--- src/rtl/audio_pkg.sv ---
// Shared audio-path types: sample word, I2S word length, receiver states and channel codes.
package audio_pkg;

  typedef logic [31:0] sample_t;

  localparam int I2S_WORD_BITS = 32;

  typedef enum logic [1:0] {
    IDLE  = 2'd0,
    SEEK  = 2'd1,
    SHIFT = 2'd2,
    DONE  = 2'd3
  } rx_state_t;

  localparam logic CH_LEFT  = 1'b0;
  localparam logic CH_RIGHT = 1'b1;

endpackage

--- src/rtl/i2s_rx_pin_sync.sv ---
// Multi-flop synchroniser for one asynchronous pin, with a history flop for edge detection.
// STAGES must be 2 or more.
module pin_sync #(
  parameter int STAGES = 2
) (
  input  logic clk,
  input  logic rst_n,
  input  logic pin,
  output logic level,
  output logic rise,
  output logic fall,
  output logic any_edge
);

  logic [STAGES-1:0] chain;
  logic              hist;

  always_ff @(posedge clk or negedge rst_n) begin
    if (!rst_n) begin
      chain <= '0;
      hist  <= 1'b0;
    end else begin
      chain <= {chain[STAGES-2:0], pin};
      hist  <= chain[STAGES-1];
    end
  end

  assign level    = chain[STAGES-1];
  assign rise     = level & ~hist;
  assign fall     = ~level & hist;
  assign any_edge = level ^ hist;

endmodule

--- src/rtl/i2s_rx.sv ---
// I2S receiver: oversamples BCLK/LRCLK/ADCDAT on CLK and deserialises each half-frame.
// Define I2S_RX_FRAME_ERR_EN to build the short-frame flag and counter.
module i2s_rx
  import audio_pkg::*;
#(
  parameter int SYNC_STAGES = 2,
  parameter int WORD_BITS   = I2S_WORD_BITS
) (
  input  logic                 CLK,
  input  logic                 RESET_N,
  input  logic                 ENABLE,
  input  logic                 BCLK,
  input  logic                 LRCLK,
  input  logic                 ADCDAT,
  output logic [WORD_BITS-1:0] DOUTL,
  output logic [WORD_BITS-1:0] DOUTR,
  output logic                 VALID_L,
  output logic                 VALID_R,
  output logic                 FRAME_ERR,
  output logic [7:0]           ERR_CNT
);

  // state | meaning
  // IDLE  | capture disabled, counter held at 0
  // SEEK  | enabled, waiting for an LRCLK edge so no partial half-frame is taken
  // SHIFT | shifting bits of the current half-frame
  // DONE  | word complete, extra BCLKs ignored until the next LRCLK edge
  localparam logic [1:0] S_IDLE  = IDLE;
  localparam logic [1:0] S_SEEK  = SEEK;
  localparam logic [1:0] S_SHIFT = SHIFT;
  localparam logic [1:0] S_DONE  = DONE;

  localparam int CNT_W = 6;

  logic bclk_rise, lr_edge, lr_level, dat_level;
  logic bclk_level, bclk_fall, bclk_any, lr_rise, lr_fall, dat_rise, dat_fall, dat_any;

  pin_sync #(.STAGES(SYNC_STAGES)) u_sync_bclk (
    .clk(CLK), .rst_n(RESET_N), .pin(BCLK),
    .level(bclk_level), .rise(bclk_rise), .fall(bclk_fall), .any_edge(bclk_any)
  );

  pin_sync #(.STAGES(SYNC_STAGES)) u_sync_lrclk (
    .clk(CLK), .rst_n(RESET_N), .pin(LRCLK),
    .level(lr_level), .rise(lr_rise), .fall(lr_fall), .any_edge(lr_edge)
  );

  pin_sync #(.STAGES(SYNC_STAGES)) u_sync_adcdat (
    .clk(CLK), .rst_n(RESET_N), .pin(ADCDAT),
    .level(dat_level), .rise(dat_rise), .fall(dat_fall), .any_edge(dat_any)
  );

  logic [1:0]           state, state_nx;
  logic [CNT_W-1:0]     bit_cnt;
  logic [WORD_BITS-1:0] shreg;
  logic                 channel;
  logic                 word_done_q;
  logic                 bit_last, capture_start, shift_en, word_done, short_frame;

  assign bit_last = (bit_cnt == CNT_W'(WORD_BITS - 1));

  // An LRCLK edge always wins over a coincident BCLK rise.
  assign capture_start = ENABLE && lr_edge && (state != S_IDLE);
  // The final shift still lands when ENABLE drops in the same cycle.
  assign shift_en    = (state == S_SHIFT) && bclk_rise && !lr_edge && (ENABLE || bit_last);
  assign word_done   = shift_en && bit_last;
  assign short_frame = ENABLE && lr_edge && (state == S_SHIFT);

  always_comb begin
    state_nx = state;
    if (!ENABLE) begin
      state_nx = S_IDLE;
    end else begin
      case (state)
        S_IDLE:  state_nx = S_SEEK;
        S_SEEK:  if (lr_edge) state_nx = S_SHIFT;
        S_SHIFT: if (!lr_edge && bclk_rise && bit_last) state_nx = S_DONE;
        S_DONE:  if (lr_edge) state_nx = S_SHIFT;
        default: state_nx = S_IDLE;
      endcase
    end
  end

  always_ff @(posedge CLK or negedge RESET_N) begin
    if (!RESET_N) begin
      state       <= S_SEEK;
      bit_cnt     <= '0;
      shreg       <= '0;
      channel     <= CH_LEFT;
      word_done_q <= 1'b0;
      DOUTL       <= '0;
      DOUTR       <= '0;
      VALID_L     <= 1'b0;
      VALID_R     <= 1'b0;
    end else begin
      state       <= state_nx;
      word_done_q <= word_done;
      VALID_L     <= 1'b0;
      VALID_R     <= 1'b0;

      if (word_done_q) begin
        if (channel == CH_LEFT) begin
          DOUTL   <= shreg;
          VALID_L <= 1'b1;
        end else begin
          DOUTR   <= shreg;
          VALID_R <= 1'b1;
        end
      end

      if (capture_start) begin
        channel <= lr_level;
        shreg   <= {{(WORD_BITS-1){1'b0}}, dat_level & bclk_rise};
        bit_cnt <= CNT_W'(bclk_rise);
      end else if (shift_en) begin
        shreg   <= {shreg[WORD_BITS-2:0], dat_level};
        bit_cnt <= bit_cnt + CNT_W'(1);
      end else if (!ENABLE || state == S_IDLE) begin
        bit_cnt <= '0;
      end
    end
  end

`ifdef I2S_RX_FRAME_ERR_EN
  logic       err_flag;
  logic [7:0] err_cnt;

  always_ff @(posedge CLK or negedge RESET_N) begin
    if (!RESET_N) begin
      err_flag <= 1'b0;
      err_cnt  <= '0;
    end else if (short_frame) begin
      err_flag <= 1'b1;
      if (err_cnt != 8'hFF) err_cnt <= err_cnt + 8'd1;
    end
  end

  assign FRAME_ERR = err_flag;
  assign ERR_CNT   = err_cnt;

  logic unused_sink;
  assign unused_sink = &{1'b0, bclk_level, bclk_fall, bclk_any, lr_rise, lr_fall,
                         dat_rise, dat_fall, dat_any};
`else
  assign FRAME_ERR = 1'b0;
  assign ERR_CNT   = '0;

  logic unused_sink;
  assign unused_sink = &{1'b0, bclk_level, bclk_fall, bclk_any, lr_rise, lr_fall,
                         dat_rise, dat_fall, dat_any, short_frame};
`endif

endmodule

--- config.mk ---
export PLATFORM = sky130hd
export DESIGN_NAME = i2s_rx
export DESIGN_NICKNAME = d
export VERILOG_FILES = /design/src/rtl/audio_pkg.sv /design/src/rtl/i2s_rx_pin_sync.sv /design/src/rtl/i2s_rx.sv
export SDC_FILE = /design/constraint.sdc
export NUM_CORES = 1
export LEC_CHECK = 0
export BUFFER_PORTS_ARGS = -buffer_cell sky130_fd_sc_hd__buf_4
export CORE_MARGIN = 5
export CORE_UTILIZATION = 30
export CTS_CLUSTER_DIAMETER = 100
export DETAILED_ROUTE_END_ITERATION = 10
export HOLD_SLACK_MARGIN = 0.12
export PLACE_DENSITY_LB_ADDON = 0.3
export SYNTH_ARGS = -nofsm -noshare
export SYNTH_HDL_FRONTEND = slang
export SYNTH_HIERARCHICAL = 1
export SYNTH_SLANG_ARGS = --single-unit
--- constraint.sdc ---
create_clock -name CLK -period 6 [get_ports CLK]
set_input_delay 0.9 -clock CLK [delete_from_list [all_inputs] [get_ports CLK]]
set_output_delay 0.9 -clock CLK [all_outputs]
set_load 0.005 [all_outputs]
==> impl_metrics.toml <==
[cts]
cts.path.max_buffers = 2
cts_tree = "built"
h-tree-depth = 4
holdBufCountCts = 0
cts_setup_buffers = 0
cts_sinks = 116
cts_buffers = 17
ctsResizeCount = 0
clk_pin_slew_worst_paths_ps = 50
insertion_delay_ps = 410
clock-root-buffer = "clkbuf_16"

[sta]
clock_skew_ps = 9.377
drv_slew = 0
slew_headroom_pct = 23.44
fmax_ghz = 0.3349
tightest_slew_ps = 1148
final-setup-viol-count = 0
min_period_ps = 2986
period_share_pct = 49.77
rsz0062_at_grt = "no"
tns_ps = 0
finalHoldViolCount = 0

[detailed_routing]
first_pass_iters = 4
drtIter0Drc = 167
viasPerCell = 4.699
drt-total-wl_um = 9807
drc_errors = 0
ant_nets = 0
vias = 2965
wl_per_cell_um = 15.54

[cells_and_area]
drive_gt1_share_pct = 40.00
design_area_sq_um = 5931
syn2layout_area_growth_pct = 24.87
num_antenna_cells = 0
nets = 413
nFillCells = 1510

[worst_setup_path]
critPathBufInv = 2
worst_path_max_delay_cell = "and4bb_1"
cpMostUsedCell = "inv_1"
crit_cells = 6
critPathMaxFanout = 37
reg2reg_depth = 6
arrival_ps = 3330
worst-endpoint-required_ps = 6340
reg2reg_to = "shreg[24]"
path_delay_family = "simple AND/OR/NAND/NOR gates"
crit_start = "u_sync_lrclk/chain[1]"
reg2reg_from = "u_sync_lrclk/chain[1]"
end_kind = "register"
slowest_delay_ps = 1050
worstSetupEndpoint = "shreg[24]"
cp_cell_sequence = "inv_1 -> ha_1 -> inv_1 -> and4bb_1 -> nor2b_4 -> a221o_1"
crit_type = "register to register"
cp-start-kind = "register"
r2r_slack_ps = 3010

[pwr]
power.density_nw_per_um2 = 302.3
p_int_mw = 1.422
p_sw_mw = 0.3709
p_seq_share_pct = 44.9
power.leakage_nw = 3.146
power_switching_share_pct = 20.69
p_clk_share_pct = 52.4
power.share.combinational_pct = 2.7
irDropWorstVdd_mv = 0.2020

[global_route]
antenna_found_initial = 0
grt_max_degree = 83
grt_pass1_vias = 3046
grtUsageTotal_pct = 11.18
grt_pass1_wl_um = 15840
overflow = 0

[floorplanning]
core_sq_um = 15710
ios = 81
die_area_sq_um = 18450
die_h_um = 135.8
rows = 46
initial_core_util_pct = 30.23
die_w_um = 135.8

[hold_path]
min_from = "u_sync_bclk/chain[0]"
hold_class = "register to register"
min_path_cells = 0

[logic_synthesis]
synth_area_sq_um = 4750
ys.warnings.count = 6
postSynthCellCount = 334
syn_avg_cell_area_sq_um = 14.22

[place]
dpl.hpwl_um = 6136
gp_congestion = 0.7237
place_area_sq_um = 5388
io_buffers = 71

[run_status]
status = "finished clean"

[run]
maxCapViolations = 0
==> area by class of cell <==
cell class | instances | area, sq um | share of cell area [%]
clock buffers | 25 | 465.4 | 7.848
inverters | 10 | 37.54 | 0.6329
well taps | 216 | 270.3 | 4.557
repair buffers | 72 | 540.5 | 9.114
clock inverters | 5 | 77.57 | 1.308
multi-input cells | 187 | 1635 | 27.57
flip-flops and latches | 116 | 2904 | 48.97
==> routing by layer <==
layer	vias to the layer above	track usage [%]	share of wire (%)
met3	20	4.182	5.5
met5	-	0	0
li1	1363	-	-
met1	1505	14.13	46
met4	0	5.039	2.8
met2	77	17.12	46
==> flip-flops by register name, summed over array words and instances (netlist names) <==
signal and flops:
DOUTL 32, DOUTR 32, VALID_L 1, VALID_R 1, bit_cnt 6, channel 1, shreg 32, state 2
u_sync_adcdat/chain 2, u_sync_bclk/chain 2, u_sync_bclk/hist 1, u_sync_lrclk/chain 2, u_sync_lrclk/hist 1, word_done_q 1
==> stage by stage <==
step	utilization (%)	worst slack [ps]	total power, mW	instances	hold WS (ps)
floorplan	-	3863	0.8468	342	331.2
global placement	34.29	3102	0.8646	601	336.9
detailed placement	34.29	2976	0.8668	601	334.7
CTS	37.74	2952	1.822	631	346.2
global route	37.74	2704	1.866	631	347.7
finish	37.74	3014	1.793	631	344.4
==> worst min-delay path by stage <==
stage	end
2_1_floorplan	u_sync_adcdat/chain[1]
3_3_place_gp	u_sync_bclk/chain[1]
3_5_place_dp	u_sync_adcdat/chain[1]
4_1_cts	u_sync_bclk/chain[1]
5_1_grt	u_sync_adcdat/chain[1]
6_report	u_sync_bclk/chain[1]
==> power by group through the flow <==
stage / registers (mW) / clock network, mW / logic (mW)
global route: 0.806 / 1.00 / 0.0569
floorplan: 0.813 / 0 / 0.0338
global placement: 0.817 / 0 / 0.0472
CTS: 0.805 / 0.968 / 0.0493
detailed placement: 0.818 / 0 / 0.0488
finish: 0.805 / 0.940 / 0.0477
==> cell usage in the layout (no fill, tap or decap), drive strengths merged <==
master	instances
a21o	1
a21oi	3
a221o	31
a22o	2
a22oi	1
a31oi	1
a32o	1
and2	1
and2b	1
and3	34
and4bb	1
buf	72
bufinv	2
clkbuf	25
clkinv	2
clkinvlp	1
conb	9
dfrtp	115
dfstp	1
ha	3
inv	10
mux2	64
nand2	4
nand2b	4
nand3	4
nor2	2
nor2b	3
nor4b	1
o211a	1
o211ai	1
o21a	1
o21ai	8
o2bb2ai	1
o31ai	2
xnor2	1
xor2	1
(Power assumes the default switching activity.)
